File: config.mk
export PLATFORM = sky130hd
export DESIGN_NAME = wb_queue_flat
export DESIGN_NICKNAME = d
export VERILOG_FILES = /design/src/rtl/params.sv /design/src/rtl/wb_queue_if.sv /design/src/rtl/wb_queue.sv /design/src/flat_wrapper.sv
export SDC_FILE = /design/constraint.sdc
export NUM_CORES = 1
export LEC_CHECK = 0
export BUFFER_PORTS_ARGS = -buffer_cell sky130_fd_sc_hd__buf_2
export CAP_MARGIN = 20
export CORE_MARGIN = 1
export CORE_UTILIZATION = 30
export DETAILED_ROUTE_END_ITERATION = 8
export GPL_TIMING_DRIVEN = 0
export PLACE_DENSITY = 0.47
export SYNTH_ARGS = -nofsm -noshare
export SYNTH_HDL_FRONTEND = slang
export SYNTH_SLANG_ARGS = --single-unit
File: constraint.sdc
create_clock -name clock -period 6 [get_ports clock]
set_input_delay 0.3 -clock clock [delete_from_list [all_inputs] [get_ports clock]]
set_output_delay 0.3 -clock clock [all_outputs]
set_load 0.02 [all_outputs]
File: src/rtl/params.sv
// rtl/params.sv - shared register-file types
package params;
    typedef logic [4:0]  reg_index;
    typedef logic [31:0] word;

    typedef enum logic [0:0] {
        IDLE_REG_OP    = 1'b0,
        WRITE_REG_DATA = 1'b1
    } reg_file_op_t;
endpackage

File: src/rtl/wb_queue_if.sv
// rtl/wb_queue_if.sv - result handshakes and register-file write port of the writeback queue
interface wb_queue_if;
    logic                 alu_valid;
    logic                 alu_ready;
    params::reg_index     alu_rd;
    params::word          alu_data;
    logic                 lsu_valid;
    logic                 lsu_ready;
    params::reg_index     lsu_rd;
    params::word          lsu_data;
    params::reg_file_op_t mem_op;
    params::reg_index     rd;
    params::word          write_data;

    modport master (
        output alu_valid, alu_rd, alu_data, lsu_valid, lsu_rd, lsu_data,
        input  alu_ready, lsu_ready, mem_op, rd, write_data
    );

    modport slave (
        input  alu_valid, alu_rd, alu_data, lsu_valid, lsu_rd, lsu_data,
        output alu_ready, lsu_ready, mem_op, rd, write_data
    );
endinterface

File: src/rtl/wb_queue.sv
// rtl/wb_queue.sv - in-order writeback FIFO driving the register-file write port
// Optional WB_BYPASS_EN adds the lookup_idx/lookup_hit/lookup_data forwarding port.
module wb_queue
    import params::*;
#(
    parameter int DEPTH = 4
) (
    input  logic                   clock,
    input  logic                   reset,
    wb_queue_if.slave              bus,
    input  logic                   flush,
    output logic [31:0]            pending,
    output logic [$clog2(DEPTH):0] count,
    output logic                   empty,
    output logic                   full
`ifdef WB_BYPASS_EN
    ,
    input  reg_index               lookup_idx,
    output logic                   lookup_hit,
    output word                    lookup_data
`endif
);

    localparam int AW = $clog2(DEPTH);

    reg_index          ent_rd   [DEPTH];
    word               ent_data [DEPTH];
    logic [DEPTH-1:0]  ent_valid;
    logic [AW-1:0]     head;
    logic [AW-1:0]     tail;
    logic [AW:0]       occ;

    logic     push_lsu;
    logic     push_alu;
    logic     push;
    logic     pop;
    reg_index push_rd;
    word      push_data;

    assign full  = (occ == (AW+1)'(DEPTH));
    assign empty = (occ == '0);
    assign count = occ;

    // Readies look only at registered occupancy, so a same-cycle pop never frees a slot.
    assign bus.lsu_ready = !reset && !full && !flush;
    assign bus.alu_ready = !reset && !full && !flush && !bus.lsu_valid;

    assign push_lsu  = bus.lsu_valid && bus.lsu_ready;
    assign push_alu  = bus.alu_valid && bus.alu_ready;
    assign push_rd   = push_lsu ? bus.lsu_rd   : bus.alu_rd;
    assign push_data = push_lsu ? bus.lsu_data : bus.alu_data;
    assign push      = (push_lsu || push_alu) && (push_rd != '0);
    assign pop       = !empty;

    always_ff @(posedge clock or posedge reset) begin
        if (reset) begin
            head      <= '0;
            tail      <= '0;
            occ       <= '0;
            ent_valid <= '0;
        end else if (flush) begin
            head      <= '0;
            tail      <= '0;
            occ       <= '0;
            ent_valid <= '0;
        end else begin
            if (pop) begin
                ent_valid[head] <= 1'b0;
                head            <= head + 1'b1;
            end
            if (push) begin
                ent_valid[tail] <= 1'b1;
                tail            <= tail + 1'b1;
            end
            occ <= occ + (AW+1)'(push) - (AW+1)'(pop);
        end
    end

    // Payload needs no reset: it is only observed through ent_valid.
    always_ff @(posedge clock) begin
        if (push) begin
            ent_rd[tail]   <= push_rd;
            ent_data[tail] <= push_data;
        end
    end

    always_comb begin
        bus.mem_op     = IDLE_REG_OP;
        bus.rd         = '0;
        bus.write_data = '0;
        if (!empty) begin
            bus.rd         = ent_rd[head];
            bus.write_data = ent_data[head];
            if (!flush && !reset) begin
                bus.mem_op = WRITE_REG_DATA;
            end
        end
    end

    always_comb begin
        pending = '0;
        for (int i = 0; i < DEPTH; i++) begin
            if (ent_valid[i]) begin
                pending[ent_rd[i]] = 1'b1;
            end
        end
        pending[0] = 1'b0;
    end

`ifdef WB_BYPASS_EN
    // Walk oldest to youngest so the last match, the youngest value, wins.
    always_comb begin
        logic [AW-1:0] idx;
        idx         = '0;
        lookup_hit  = 1'b0;
        lookup_data = '0;
        for (int i = 0; i < DEPTH; i++) begin
            idx = head + AW'(i);
            if (lookup_idx != '0 && ent_valid[idx] && ent_rd[idx] == lookup_idx) begin
                lookup_hit  = 1'b1;
                lookup_data = ent_data[idx];
            end
        end
    end
`endif

endmodule

File: src/flat_wrapper.sv
// flat-port wrapper written by rule: the top's interface ports become plain ports
module wb_queue_flat import params::*;
#(
    parameter int DEPTH = 4
)
  (clock, reset, flush, pending, count, empty, full, bus_alu_valid, bus_alu_rd, bus_alu_data, bus_lsu_valid, bus_lsu_rd, bus_lsu_data, bus_alu_ready, bus_lsu_ready, bus_mem_op, bus_rd, bus_write_data);
  wb_queue_if bus_i ();
  input  logic clock;
  input  logic reset;
  input  logic flush;
  output logic [31:0] pending;
  output logic [$clog2(DEPTH):0] count;
  output logic empty;
  output logic full;
  input wire logic [$bits(bus_i.alu_valid)-1:0] bus_alu_valid;
  input wire logic [$bits(bus_i.alu_rd)-1:0] bus_alu_rd;
  input wire logic [$bits(bus_i.alu_data)-1:0] bus_alu_data;
  input wire logic [$bits(bus_i.lsu_valid)-1:0] bus_lsu_valid;
  input wire logic [$bits(bus_i.lsu_rd)-1:0] bus_lsu_rd;
  input wire logic [$bits(bus_i.lsu_data)-1:0] bus_lsu_data;
  output wire logic [$bits(bus_i.alu_ready)-1:0] bus_alu_ready;
  output wire logic [$bits(bus_i.lsu_ready)-1:0] bus_lsu_ready;
  output wire logic [$bits(bus_i.mem_op)-1:0] bus_mem_op;
  output wire logic [$bits(bus_i.rd)-1:0] bus_rd;
  output wire logic [$bits(bus_i.write_data)-1:0] bus_write_data;
  assign bus_i.alu_valid = bus_alu_valid;
  assign bus_i.alu_rd = bus_alu_rd;
  assign bus_i.alu_data = bus_alu_data;
  assign bus_i.lsu_valid = bus_lsu_valid;
  assign bus_i.lsu_rd = bus_lsu_rd;
  assign bus_i.lsu_data = bus_lsu_data;
  assign bus_alu_ready = bus_i.alu_ready;
  assign bus_lsu_ready = bus_i.lsu_ready;
  assign bus_mem_op = bus_i.mem_op;
  assign bus_rd = bus_i.rd;
  assign bus_write_data = bus_i.write_data;
  wb_queue #(.DEPTH(DEPTH)) u_core (.clock(clock), .reset(reset), .bus(bus_i), .flush(flush), .pending(pending), .count(count), .empty(empty), .full(full));
endmodule
Yosys cells after proc, flatten, opt, wreduce, memory -nomap -nowiden
Memories as Yosys holds them, arrays and structs flattened.
Index checks and enable logic that the tools add are counted.
- register bits after elaboration: 11
- RAM bits: 148
- bits of input ports: 79
- output and inout port bits: 77
- memories kept: 2
- add/sub/neg operators: 4
- magnitude comparators: 12
- equality and inequality tests: 2
- multiplexer cells: 33
- bitwise gates (word level): 6
- reductions and logical operators: 22
- memories (memory ; words ; bits a word ; rd ports ; clocked after memory_dff ; wr ports ; RTL line ; source):
    u_core.ent_data ; 4 ; 32 ; 1 ; 0 ; 1 ; wb_queue.sv:27 ; word ent_data [DEPTH];
    u_core.ent_rd ; 4 ; 5 ; 5 ; 0 ; 1 ; wb_queue.sv:26 ; reg_index ent_rd [DEPTH];
- operators by type and width (kind ; number):
    32-bit two-way mux ; 6
    32-bit bitwise OR ; 3
    5-bit by 6-bit < comparator with 1-bit output, second input constant ; 4
    1-bit demux with 5-bit select ; 4
    5-bit by 1-bit greater-or-equal comparator with 1-bit output, second input constant ; 4
    4-bit two-way mux ; 4
    1-bit logical AND ; 13
    1-bit two-way mux ; 10
    5-bit two-way mux ; 2
    2-bit two-way mux ; 4
    2-bit by 3-bit < comparator with 1-bit output, second input constant ; 2
    1-bit logical NOT ; 5
    5-bit nonzero test ; 1
    2-bit by 1-bit adder with 2-bit output, second input constant ; 2
    4-bit AND ; 1
    1-bit demux with 2-bit select ; 2
    2-bit by 1-bit greater-or-equal comparator with 1-bit output, second input constant ; 2
    4-bit NOT ; 1
    4-bit bitwise OR ; 1
    3-bit by 1-bit adder with 3-bit output ; 1
    3-bit equality test, second input constant ; 1
    3-bit logical NOT ; 1
    3-bit two-way mux ; 1
    3-bit by 1-bit subtractor with 3-bit output ; 1
    other kinds (3) ; 3

Logic depth before layout (Yosys ltp)
An unclocked memory read counts as a cell.
- depth in word-level cells: 12
- gate-level depth with buffers: 10
- gate-level depth less buffers: 8

Worst setup path before layout
No wires, ideal clock.
- kind: register to register
- from: reg u_core.occ[1], in the netlist u_core.count[1]
- to: reg u_core.occ[2], in the netlist u_core.count[2]
- arrival: 2237 ps
- required time: 5876 ps
- setup slack: 3639 ps
- stages on the path, launching flop included: 11
- buffers on the path: 2
- clock period less this slack: 2361 ps
- cells stage by stage: dfrtp_1 or3_1 clkbuf_1 clkbuf_1 ha_1 inv_1 ha_1 inv_1 fa_1 xnor2_1 nor2_1
- word-level cells in the longest chain between the ends: 11
- elaborated cells on any way between the ends: 16
- those cells by class: add/sub: 2; eq/ne: 1; mux: 2; reduce/logical: 11
- ends and longest elaborated chain (item ; RTL line ; source):
    start: declaration ; wb_queue.sv:31 ; logic [AW:0] occ;
    start signal: assignment ; wb_queue.sv:75 ; occ <= occ + (AW+1)'(push) - (AW+1)'(pop);
    3-bit equality test ; wb_queue.sv:40 ; assign full = (occ == (AW+1)'(DEPTH));
    1-bit logical NOT ; wb_queue.sv:45, wb_queue.sv:46 ;
    1-bit logical AND (2 in a row) ; wb_queue.sv:45, wb_queue.sv:46 ;
    1-bit logical AND (on tied branches) ; wb_queue.sv:48, wb_queue.sv:46 ;
    5-bit two-way mux or 1-bit logical AND (tied branches) ; wb_queue.sv:50, wb_queue.sv:49 ;
    5-bit nonzero test or 1-bit logical OR (tied branches) ; wb_queue.sv:52 ; assign push = (push_lsu || push_alu) && (push_rd != '0);
    1-bit logical AND ; wb_queue.sv:52 ;
    3-bit by 1-bit adder with 3-bit output ; wb_queue.sv:75 ;
    3-bit by 1-bit subtractor with 3-bit output (*) ; wb_queue.sv:75 ;
    3-bit two-way mux (*) ; wb_queue.sv:61 ; end else if (flush) begin
Every way passes the cells marked *; elsewhere a longest branch is shown, timed or not.
A chain may end at the register's enable or synchronous reset.

Final worst setup path
- from: reg u_core.head[1]
- to: out bus_write_data[26]
- word-level cells in the longest chain between the ends: 2
- ends and longest elaborated chain (item ; RTL line ; source):
    start: declaration ; wb_queue.sv:29 ; logic [AW-1:0] head;
    start signal: assignment ; wb_queue.sv:69 ; head <= head + 1'b1;
    memory read 4 x 32 bit ; - ;
    32-bit two-way mux ; wb_queue.sv:91 ; if (!empty) begin
    end: declaration ; flat_wrapper.sv:25 ; output wire logic [$bits(bus_i.write_data)-1:0] bus_write_data;
Every way passes these cells.

==> impl_metrics.ini <==
[status]
status = completed

[routing]
drtPass1Iterations = 8
dr_total_vias = 5292
detail-route-antenna-nets = 0
drt-initial-drc-count = 461
wl_per_cell_um = 21.4
post-route-drc-count = 0
vias_per_cell = 5.14
wl_um = 22000

[critical_path]
regToRegSetupSlack_ps = 3370
crit_type = reg -> out
crit_fanout = 10
worstRegToRegCells = 10
critPathLaunchType = register
cp_data_required_time_ps = 5700
crit_path_start = u_core.head[1]
regToRegStartpoint = u_core.count[1]
r2r_end = u_core.count[2]
arrival_ps = 2470
end_kind = output pin

[hold_path]
hold_depth = 2
hp-class = in -> reg
min-delay-start = flush
hold_end = u_core.head[1]

[floorplanning]
fp.dieW_um = 163
io_pins = 156
rows = 58
core_um2 = 25400
die_y_um = 163
initial_utilization_pct = 30.8
die-area_um2 = 26700

[cts]
clockBufferDepth = 2
clock-root-buffer = clkbuf_16
postCtsSetupBuffers = 0
clock_latency_ps = 420
htree_levels = 4
cts_tree = done
cts.clk_slew.worst_paths_ps = 60
cts.sinks = 159
cts_buffers = 17

[sta]
fmax_ghz = 0.361
worstMarginPinSlew_ps = 1030
setup_viol = 0
tns_ps = 0
fin_crit_sh_pct = 46.1
relSlewSlack_pct = 30.9
rsz0062_at_grt = no
period_minus_slack_ps = 2770
fin_skew_ps = 7.03
final_max_slew_viol_count = 0
fin_ws_ps = 3230
final_hold_viol_count = 0

[placement]
dp_hpwl_um = 15500
portBuffers = 153
gp_congestion = 0.858
post-place-ws_ps = 3310

[synthesis]
syn_area_um2 = 7820
synthTopCellsByArea = edfxtp_1 57%, mux4_2 11%, mux2_2 5.2%
synth_cells = 510
synthMostInstantiatedCell = edfxtp_1
async_reset_ff_share_pct = 6.92
yosysWarnings = 0
synth-seq-cells = 159
yosys.area.top_type = edfxtp_1
synth_edf_count = 148
synth.distinct_cells = 47
ys_seq_area_share_pct = 60.3
synth.net_count = 600
ys.flop_type = edfxtp_1
synthTopCellsByCount = 148 x edfxtp_1, 38 x and2_1, 37 x mux4_2
synth.top_cell.area_share_pct = 56.8
syn_area_per_cell_um2 = 15.3

[cells_and_area]
diodes = 0
layout-drive-gt1-share_pct = 41.6
final_nets = 777
syn2layout_area_growth_pct = 24.0

[global_routing]
overflow = 0
grt_usage_pct = 16.8
grt_pass1_vias = 5379
grt_pass1_wl_um = 32600
grt_max_degree = 38
antenna_found_initial = 0

[power]
p_per_area_nw_per_um2 = 375
p_leak_nw = 3.52
ir_drop_uv = 245

[flow_run]
maxCapViolations = 0
==> metal layers <==
layer / vias to the layer above / share of wire [%] / GRT usage [%]
met2: 209 / 49 / 27.9
met5: - / 0 / 0
met4: 0 / 2.0 / 6.44
met3: 26 / 6.8 / 3.43
li1: 2396 / - / -
met1: 2661 / 42 / 21.5
==> power by group <==
part	internal (mW)	switching, mW
logic	0.498	0.713
clock network	0.661	0.446
registers	1.28	0.0377
total	2.44	1.20
==> placed cells by master, fill, tap and decap left out, drive strengths merged, types with 3 or more instances in the layout <==
| master | count |
|---|---|
| inv | 19 |
| nand3 | 7 |
| clkinv | 3 |
| o22ai | 10 |
| dfrtp | 11 |
| nand3b | 12 |
| and3 | 5 |
| or3b | 8 |
| ha | 10 |
| or3 | 4 |
| mux2 | 37 |
| and2 | 42 |
| nor3 | 5 |
| nand2 | 17 |
| nor2 | 19 |
| a32o | 4 |
| a21oi | 9 |
| nor3b | 10 |
| o221ai | 20 |
| or2 | 4 |
| a22oi | 11 |
| a221o | 10 |
| buf | 169 |
| edfxtp | 148 |
| clkbuf | 37 |
| mux4 | 37 |
| bufinv | 3 |
| and3b | 9 |
==> kinds of logic after synthesis <==
| family | Yosys count | synth area share [%] |
|---|---|---|
| muxes | 75 | 16.1 |
| other | 1 | 0.0479 |
| adders and majority gates | 11 | 1.86 |
| and+or+nand+nor | 144 | 11.4 |
| xor gates and xnor gates | 3 | 0.336 |
| DFF | 159 | 60.3 |
| AOI/OAI and AO/OA | 72 | 7.39 |
| buffers and inverters | 45 | 2.57 |
==> registers in the layout, summed over array words and instances (netlist names) <==
signal,flops
u_core.ent_data,128
u_core.ent_rd,20
u_core.ent_valid,4
u_core.count,3
u_core.head,2
u_core.tail,2
==> per-stage QoR <==
stage / power, mW / hold WS (ps) / cell area [µm²] / util, % / std cells
2_1_floorplan: 2.15 / 152 / 7820 / - / 510
3_3_place_gp: 2.56 / 361 / 9000 / 35.4 / 993
3_5_place_dp: 2.58 / 377 / 9060 / 35.7 / 996
4_1_cts: 3.69 / 203 / 9680 / 38.1 / 1028
5_1_grt: 3.81 / 225 / 9700 / 38.2 / 1029
6_report: 3.63 / 221 / 9700 / 38.2 / 1029
==> critical path: stages (launching register included) <==
cell,delay [ps]
dfrtp_1,440
buf_2,340
buf_1,520
mux4_2,390
and2_1,190
buf_2,170
==> area by class of cell <==
type | count | area (µm²)
sequential | 159 | 4720
buffer | 32 | 153
tap | 330 | 413
multi-input combinational | 306 | 2900
clock inverter | 14 | 181
fill | 2467 | 15700
timing repair buffer | 158 | 856
inverter | 13 | 48.8
clock buffer | 17 | 425
==> worst max-delay path by stage <==
stage	end	slack, ps	depth (start not counted)
4_1_cts	bus_write_data[26]	3160	5
3_5_place_dp	u_core.count[2]	3310	10
5_1_grt	bus_write_data[26]	3080	5
3_3_place_gp	u_core.count[2]	3360	10
2_1_floorplan	u_core.count[2]	3640	10
6_report	bus_write_data[26]	3230	5
==> what timing repair did <==
action,in CTS,in global routing
gates resized for setup,0,0
endpoints found under the setup margin,0,0
hold buffers,1,0
hold endpoints to repair,11,0
(Power assumes the default switching activity.)
